$ cat src/rtl/imem_line_reader.sv
// imem_line_reader: instruction-memory line fetch backend.
// Accepts a line request, reads LINE_WORDS consecutive words from a
// single-port synchronous SRAM (1-cycle read latency), assembles them into
// one line and returns it with a single-cycle resp_valid pulse.
// Optional feature macro: IMEM_RANGE_CHECK_EN (adds resp_err and rejects
// requests whose address bits above the SRAM range are nonzero).
//
// Handshake: a request is taken on any rising edge where req_valid=1 and the
// block is in IDLE (processing=0); req_valid is ignored, not queued, in every
// other state. resp_valid is high for exactly one cycle, with resp_data
// (and resp_err when present) valid in that same cycle.
module imem_line_reader #(
    parameter int ADDR_WIDTH     = 32,
    parameter int WORD_WIDTH     = 32,
    parameter int LINE_WORDS     = 4,
    parameter int MEM_ADDR_WIDTH = 10
) (
    input  logic                             clk,
    input  logic                             rst,
    input  logic                             req_valid,
    input  logic [ADDR_WIDTH-1:0]            req_addr,
    output logic                             processing,
    output logic                             resp_valid,
    output logic [LINE_WORDS*WORD_WIDTH-1:0] resp_data,
    output logic                             mem_en,
    output logic [MEM_ADDR_WIDTH-1:0]        mem_addr,
    input  logic [WORD_WIDTH-1:0]            mem_rdata,
`ifdef IMEM_RANGE_CHECK_EN
    output logic                             resp_err,
`endif
    output logic [1:0]                       dbg_state
);

    localparam int OFF_BITS = $clog2(LINE_WORDS);
    localparam int CNT_W    = OFF_BITS + 1;
    localparam logic [CNT_W-1:0] LAST_IDX = CNT_W'(LINE_WORDS - 1);

    typedef enum logic [1:0] {
        ST_IDLE  = 2'd0,
        ST_READ  = 2'd1,
        ST_DRAIN = 2'd2,
        ST_RESP  = 2'd3
    } state_t;

    state_t                            r_state;
    state_t                            w_next_state;
    logic [MEM_ADDR_WIDTH-1:0]         r_base;
    logic [MEM_ADDR_WIDTH-1:0]         r_mem_addr;
    logic [CNT_W-1:0]                  r_issue_cnt;
    logic [CNT_W-1:0]                  r_cap_cnt;
    logic                              r_cap_pend;
    logic [LINE_WORDS*WORD_WIDTH-1:0]  r_resp_data;
    logic                              r_err;

    logic                              w_accept;
    logic                              w_oor;
    logic [MEM_ADDR_WIDTH-1:0]         w_line_base;
    logic [CNT_W-1:0]                  w_issue_inc;
    logic                              w_unused;

    // Line-aligned word address; upper address bits drop out (wrap modulo depth).
    assign w_line_base = {req_addr[MEM_ADDR_WIDTH+1:OFF_BITS+2], {OFF_BITS{1'b0}}};
    assign w_accept    = (r_state == ST_IDLE) && req_valid;
    assign w_issue_inc = r_issue_cnt + CNT_W'(1);
    // Byte-offset bits (and upper bits when the range check is off) are not needed.
    assign w_unused    = ^req_addr;

`ifdef IMEM_RANGE_CHECK_EN
    assign w_oor    = |(req_addr >> (MEM_ADDR_WIDTH + 2));
    assign resp_err = (r_state == ST_RESP) && r_err;
`else
    assign w_oor    = 1'b0;
`endif

    assign processing = (r_state != ST_IDLE);
    assign resp_valid = (r_state == ST_RESP);
    assign mem_en     = (r_state == ST_READ);
    assign mem_addr   = r_mem_addr;
    assign resp_data  = r_resp_data;
    assign dbg_state  = r_state;

    // Next-state decode for the fetch sequence IDLE -> READ -> DRAIN -> RESP.
    always_comb begin
        w_next_state = r_state;
        case (r_state)
            ST_IDLE: begin
                if (req_valid) begin
                    w_next_state = w_oor ? ST_RESP : ST_READ;
                end
            end
            ST_READ: begin
                if (r_issue_cnt == LAST_IDX) begin
                    w_next_state = ST_DRAIN;
                end
            end
            ST_DRAIN: w_next_state = ST_RESP;
            ST_RESP:  w_next_state = ST_IDLE;
            default:  w_next_state = ST_IDLE;
        endcase
    end

    // State register plus address issue, read-data capture and error flag.
    always_ff @(posedge clk) begin
        if (rst) begin
            r_state     <= ST_IDLE;
            r_base      <= '0;
            r_mem_addr  <= '0;
            r_issue_cnt <= '0;
            r_cap_cnt   <= '0;
            r_cap_pend  <= 1'b0;
            r_resp_data <= '0;
            r_err       <= 1'b0;
        end else begin
            r_state    <= w_next_state;
            // SRAM data arrives one cycle after each enabled read.
            r_cap_pend <= (r_state == ST_READ);

            if (w_accept) begin
                r_issue_cnt <= '0;
                r_cap_cnt   <= '0;
                r_err       <= w_oor;
                if (w_oor) begin
                    r_resp_data <= '0;
                end else begin
                    r_base     <= w_line_base;
                    r_mem_addr <= w_line_base;
                end
            end else if (r_state == ST_READ) begin
                r_issue_cnt <= w_issue_inc;
                // Base is line-aligned, so the offset never carries out of the line.
                if (r_issue_cnt != LAST_IDX) begin
                    r_mem_addr <= r_base + MEM_ADDR_WIDTH'(w_issue_inc);
                end
            end

            if (r_cap_pend) begin
                r_cap_cnt <= r_cap_cnt + CNT_W'(1);
                for (int k = 0; k < LINE_WORDS; k++) begin
                    if (r_cap_cnt == CNT_W'(k)) begin
                        r_resp_data[k*WORD_WIDTH +: WORD_WIDTH] <= mem_rdata;
                    end
                end
            end
        end
    end

endmodule

$ cat config.mk
export PLATFORM = sky130hd
export DESIGN_NAME = imem_line_reader
export DESIGN_NICKNAME = d
export VERILOG_FILES = /design/src/rtl/imem_line_reader.sv
export SDC_FILE = /design/constraint.sdc
export NUM_CORES = 1
export LEC_CHECK = 0
export CORE_MARGIN = 1
export CORE_UTILIZATION = 45
export DETAILED_ROUTE_END_ITERATION = 16
export HOLD_SLACK_MARGIN = 0.08
export PLACE_DENSITY = 0.91
export SLEW_MARGIN = 40
export SYNTH_ARGS = -nofsm -noshare
export SYNTH_HDL_FRONTEND = slang
export SYNTH_SLANG_ARGS = --single-unit
$ cat constraint.sdc
create_clock -name clk -period 3.1 [get_ports clk]
set_clock_uncertainty 0.2 [all_clocks]
set_input_delay 0.62 -clock clk [delete_from_list [all_inputs] [get_ports clk]]
set_output_delay 0.62 -clock clk [all_outputs]
set_load 0.005 [all_outputs]
==> results.toml, run 1 <==
[logic_synthesis]
syn_area_sq_um = 6111
ys_types = 35
syn_avg_cell_area_sq_um = 8.511
yosysWarnings = 0
ys_ff_latch = 155
synth_edf_count = 0
synth-main-ff-cell = "dfxtp_1"
syn_nets = 799
ys_seq_area_frac = 0.5078
synthCells = 718
synth-async-reset-ratio = 0

[die]
dieArea_sq_um = 14050
start_util = 0.4615
io_pins = 210
dieWidth_um = 118.5
row_count = 42
fp.dieH_um = 118.5
core-area_sq_um = 13240

[critical_path]
start_kind = "register"
critPathArrivalTime_ns = 1.79
r2r_start = "r_issue_cnt[0]"
worstPathMaxFanout = 8
critPathKind = "reg -> out"
rr_worst_depth = 9
crit_start = "dbg_state[1]"
crit_path_end_kind = "output port"
required_ns = 2.28

[routing]
routed-wl-met3_um = 1468
wl_um = 17070
dr.max_layer_used = "met4"
ant_nets = 0
vias = 5459
dr_wl_met2_um = 8198
post-route-drc-count = 0
dr.pass1.iters = 5
via_per_inst = 5.097
drt_iter0_markers = 376
wl_per_cell_um = 15.94
wl_met1_um = 7070

[cells_and_area]
multi_input_area_sq_um = 2683
antenna_cells = 0
finalNetCount = 964
fin_cells = 1071
seqCellArea_sq_um = 3103
layout-drive-gt1-share = 0.1508
fillers = 1071
final_area_sq_um = 8668
syn_to_final_growth_pct = 41.85
final_core_util = 0.6546

[clocking]
htree_levels = 4
holdBufCountCts = 0
clkSlewWorstSetupHoldPaths_ns = 0.06
clockRootBuffer = "clkbuf_16"
cts.repair.resized = 0
cts_buffer_depth = 2
numCtsBuffers = 17
postCtsSetupRepairBufs = 0
cts_tree = "yes"
clock-sinks = 155
clk_latency_ns = 0.42

[worst_hold_path]
min_path_type = "reg -> reg"
hp-start = "resp_data[64]"
min_path_cells = 2

[global_routing]
grt_pass1_vias = 5215
grt_use_total = 0.2485
antenna_found_initial = 0
grt_max_degree = 61
gr-total-overflow = 0
grt_pass1_wl_um = 27220

[placement]
gp_congestion = 0.7712
dp_hpwl_um = 11250
dp_cells = 1040
post_dp_cell_area_sq_um = 8020
io_buffers = 185
dp_slack_ns = 0.7854

[sta]
final_hold_viol_count = 0
rsz0062_at_grt = "false"
slew_headroom = 0.4722
hold_slack_ns = 0.2520
worst_slew_pin_slew_ns = 0.7898
fmax_ghz = 0.3831
finalCritPeriodShare = 0.8420
setup-tns-final_ns = 0
finalSetupViolations = 0
fin_crit_ns = 2.610
final_max_slew_viol_count = 0
worst_slack_ns = 0.4898

[outcome]
outcome = "complete, no violations"

[pwr]
powerDensity_nw_per_um2 = 660.8
p_leak_nw = 2.868
ir_drop_mv = 0.4594
power.total_mw = 5.728

[run]
maxCapViolations = 0
## layout make-up
class | count | share of cell area
inverter | 9 | 0.003897
clock buffer | 19 | 0.05225
clock inverter | 12 | 0.02252
tap | 176 | 0.02540
timing repair buffer | 197 | 0.2285
multi-input combinational | 503 | 0.3095
sequential | 155 | 0.3580
## worst max-delay path, stage by stage, from the launching register on
cell and delay (ns):
dfxtp_1 0.34, inv_1 0.11, ha_1 0.35, clkdlybuf4s50_1 0.57
## routing by layer
metal,GRT usage,vias up
met5,0,-
met4,0.09810,0
met3,0.08542,33
met2,0.4072,206
met1,0.2977,2568
li1,-,2652
## layout by cell type (no fill, tap or decap), types with 3 or more instances in the layout
| master | n |
|---|---|
| and2_1 | 6 |
| buf_12 | 3 |
| buf_4 | 9 |
| inv_1 | 9 |
| a21oi_1 | 52 |
| bufinv_16 | 5 |
| xnor2_1 | 6 |
| or3_1 | 3 |
| a21oi_2 | 90 |
| clkinv_2 | 4 |
| nor2_1 | 17 |
| clkdlybuf4s50_1 | 184 |
| nand2b_1 | 3 |
| nand3_1 | 3 |
| dfxtp_1 | 155 |
| clkbuf_16 | 17 |
| ha_1 | 14 |
| nand2_1 | 285 |
## final timing paths
check                   to  slack, ns
min          resp_data[64]       0.25
max                 mem_en       0.49
min reg2reg  resp_data[64]       0.25
max reg2reg    mem_addr[8]       0.74
## flip-flops by register name, summed over array words and instances (netlist names)
register	count
dbg_state	2
mem_addr	10
r_base	8
r_cap_cnt	3
r_cap_pend	1
r_issue_cnt	3
resp_data	128
## kinds of logic after synthesis
logic type      Yosys count  synth area share
mux                       2          0.003276
flops                   155            0.5078
xor+xnor                  6          0.008599
compound gates          156            0.1894
fa+ha+maj                14           0.02867
simple gates            325            0.2091
buf+inv                  60           0.05323
## cells in the mapped netlist (all sizes together) (3+ instances only)
library cell  count  area share
clkbuf           21       0.013
nand2b            3      0.0031
nand3             3      0.0025
a21oi           142        0.17
ha               14       0.029
xnor2             6      0.0086
inv               9      0.0055
dfxtp           155        0.51
or3               3      0.0031
and2              6      0.0061
nand2           285        0.18
nor2             17       0.010
buf              30       0.035
## report_power, final
group | internal, mW | switching, mW
clock | 1.46 | 0.802
sequential | 2.17 | 0.120
combinational | 0.555 | 0.622
(Power assumes the default switching activity.)
==> inputs of run 2 (changes only) <==
==> constraint.sdc (replaced) <==
create_clock -name clk -period 2.6 [get_ports clk]
set_clock_uncertainty 0.2 [all_clocks]
set_input_delay 0.52 -clock clk [delete_from_list [all_inputs] [get_ports clk]]
set_output_delay 0.52 -clock clk [all_outputs]
set_load 0.005 [all_outputs]
==> results.toml, run 2 (synthesized netlist as in run 1, its figures left out) <==
[critical_path]
start_kind = "register"
crit_start = "dbg_state[0]"
required_ns = 1.88
path_depth = 4
critPathSlowestCell = "clkdlybuf4s50_1"
crit_path_end_kind = "output port"
crit_path_end = "processing"
crit_chain = "inv_1, ha_1, inv_1, clkdlybuf4s50_1"
worstPathMaxFanout = 5
critical_path.max_stage_delay_ns = 0.50
r2r_start = "r_issue_cnt[0]"
path_buf_inv = 3
critPathKind = "reg -> out"
critPathArrivalTime_ns = 1.75
rrSetupSlack_ns = 0.28
r2r-end = "mem_addr[8]"
crit_top_cell = "inv_1"
cpLargestDelayFamily = "buffers and inverters"
rr_worst_depth = 9

[cells_and_area]
syn_to_final_growth_pct = 41.87
fin_cells = 1077
antenna_cells = 0
final_core_util = 0.6547
finalNetCount = 969
largest_register_ffs = 128
layout-drive-gt1-share = 0.1565
layout_commonest_cell = "nand2_1"
final_cell_mix = "285 x nand2_1, 184 x clkdlybuf4s50_1, 155 x dfxtp_1, 90 x a21oi_2, 52 x a21oi_1"

[clocking]
postCtsSetupRepairBufs = 0
cts_tree = "yes"
clk_latency_ns = 0.42
holdBufCountCts = 0
numCtsBuffers = 17
clkSlewWorstSetupHoldPaths_ns = 0.06
clockRootBuffer = "clkbuf_16"
clock-sinks = 155
htree_levels = 4
cts_buffer_depth = 2
cts.repair.resized = 0

[routing]
wl_per_cell_um = 15.75
via_per_inst = 5.134
ant_nets = 0
dr.pass1.iters = 4
drt_iter0_markers = 407
wl_um = 16960
post-route-drc-count = 0
vias = 5529

[worst_hold_path]
min_path_type = "reg -> reg"

[sta]
setup-tns-final_ns = 0
final_max_slew_viol_count = 0
finalCritPeriodShare = 0.9519
slew_headroom = 0.5717
fin_crit_ns = 2.475
finalSetupViolations = 0
rsz0062_at_grt = "false"
fmax_ghz = 0.4041
final_hold_viol_count = 0
worst_slew_pin_slew_ns = 0.6411

[outcome]
outcome = "complete, no violations"

[global_routing]
antenna_found_initial = 0
grt_pass1_wl_um = 27460
grt_pass1_vias = 5462
grt_max_degree = 70
gr-total-overflow = 0
grt_use_total = 0.2485

[die]
io_pins = 210
fp.dieH_um = 118.5
dieArea_sq_um = 14050
dieWidth_um = 118.5
row_count = 42
core-area_sq_um = 13240
start_util = 0.4615

[pwr]
p_int_mw = 4.873
switching_share = 0.2735
powerDensity_nw_per_um2 = 773.8
ir_drop_mv = 0.4285
p_seq_frac = 0.406
p_comb_frac = 0.211
p_sw_mw = 1.835
p_leak_nw = 2.876
pwr-share-clk = 0.382

[placement]
dp_hpwl_um = 11260
io_buffers = 185
gp_congestion = 0.7909
dp_cells = 1045

[run]
maxCapViolations = 0
==> run 2: worst min-delay path by stage <==
stage,startpoint,to,slack (ns),cells past startpoint
final,resp_data[100],resp_data[100],0.25,2
after global routing,resp_data[80],resp_data[80],0.28,2
after CTS,resp_data[108],resp_data[108],0.25,2
after detailed placement,resp_data[108],resp_data[108],0.25,2
after global placement,resp_data[57],resp_data[57],0.24,2
after floorplan,r_base[2],r_base[2],0.24,2
==> run 2: final cells by class <==
cell class              instances  area (sq um)
fillers                      1095          4573
flip-flops and latches        155          3103
multi-input cells             503          2685
repair buffers                202          2006
clock buffers                  22         484.2
well taps                     176         220.2
clock inverters                10         137.6
inverters                       9         33.78
==> run 2: tightest hold or removal path, cell delays in order, from the launching register on <==
cell	delay (ns)
dfxtp_1	0.30
nand2_1	0.05
a21oi_1	0.05
==> run 2: layer usage <==
| layer | part of all wire | GRT usage |
|---|---|---|
| met1 | 0.42 | 0.2915 |
| met4 | 0.025 | 0.1131 |
| met3 | 0.080 | 0.08784 |
| met5 | 0 | 0 |
| met2 | 0.47 | 0.4061 |
==> run 2: through the flow <==
step	setup slack (ns)	hold WS [ns]	cell area [sq um]	total power, mW
2_1_floorplan	0.4115	0.2406	6111	3.549
3_3_place_gp	0.3367	0.2410	8045	4.138
3_5_place_dp	0.2858	0.2461	8045	4.186
4_1_cts	0.06049	0.2546	8667	6.755
5_1_grt	0.003997	0.2777	8670	7.027
6_report	0.1252	0.2527	8670	6.708
==> run 2: power groups by stage <==
stage | Combinational (mW) | Sequential (mW) | Clock (mW)
floorplan | 0.782 | 2.77 | 0
global placement | 1.37 | 2.76 | 0
detailed placement | 1.41 | 2.77 | 0
CTS | 1.42 | 2.73 | 2.61
global route | 1.55 | 2.75 | 2.72
finish | 1.42 | 2.72 | 2.57
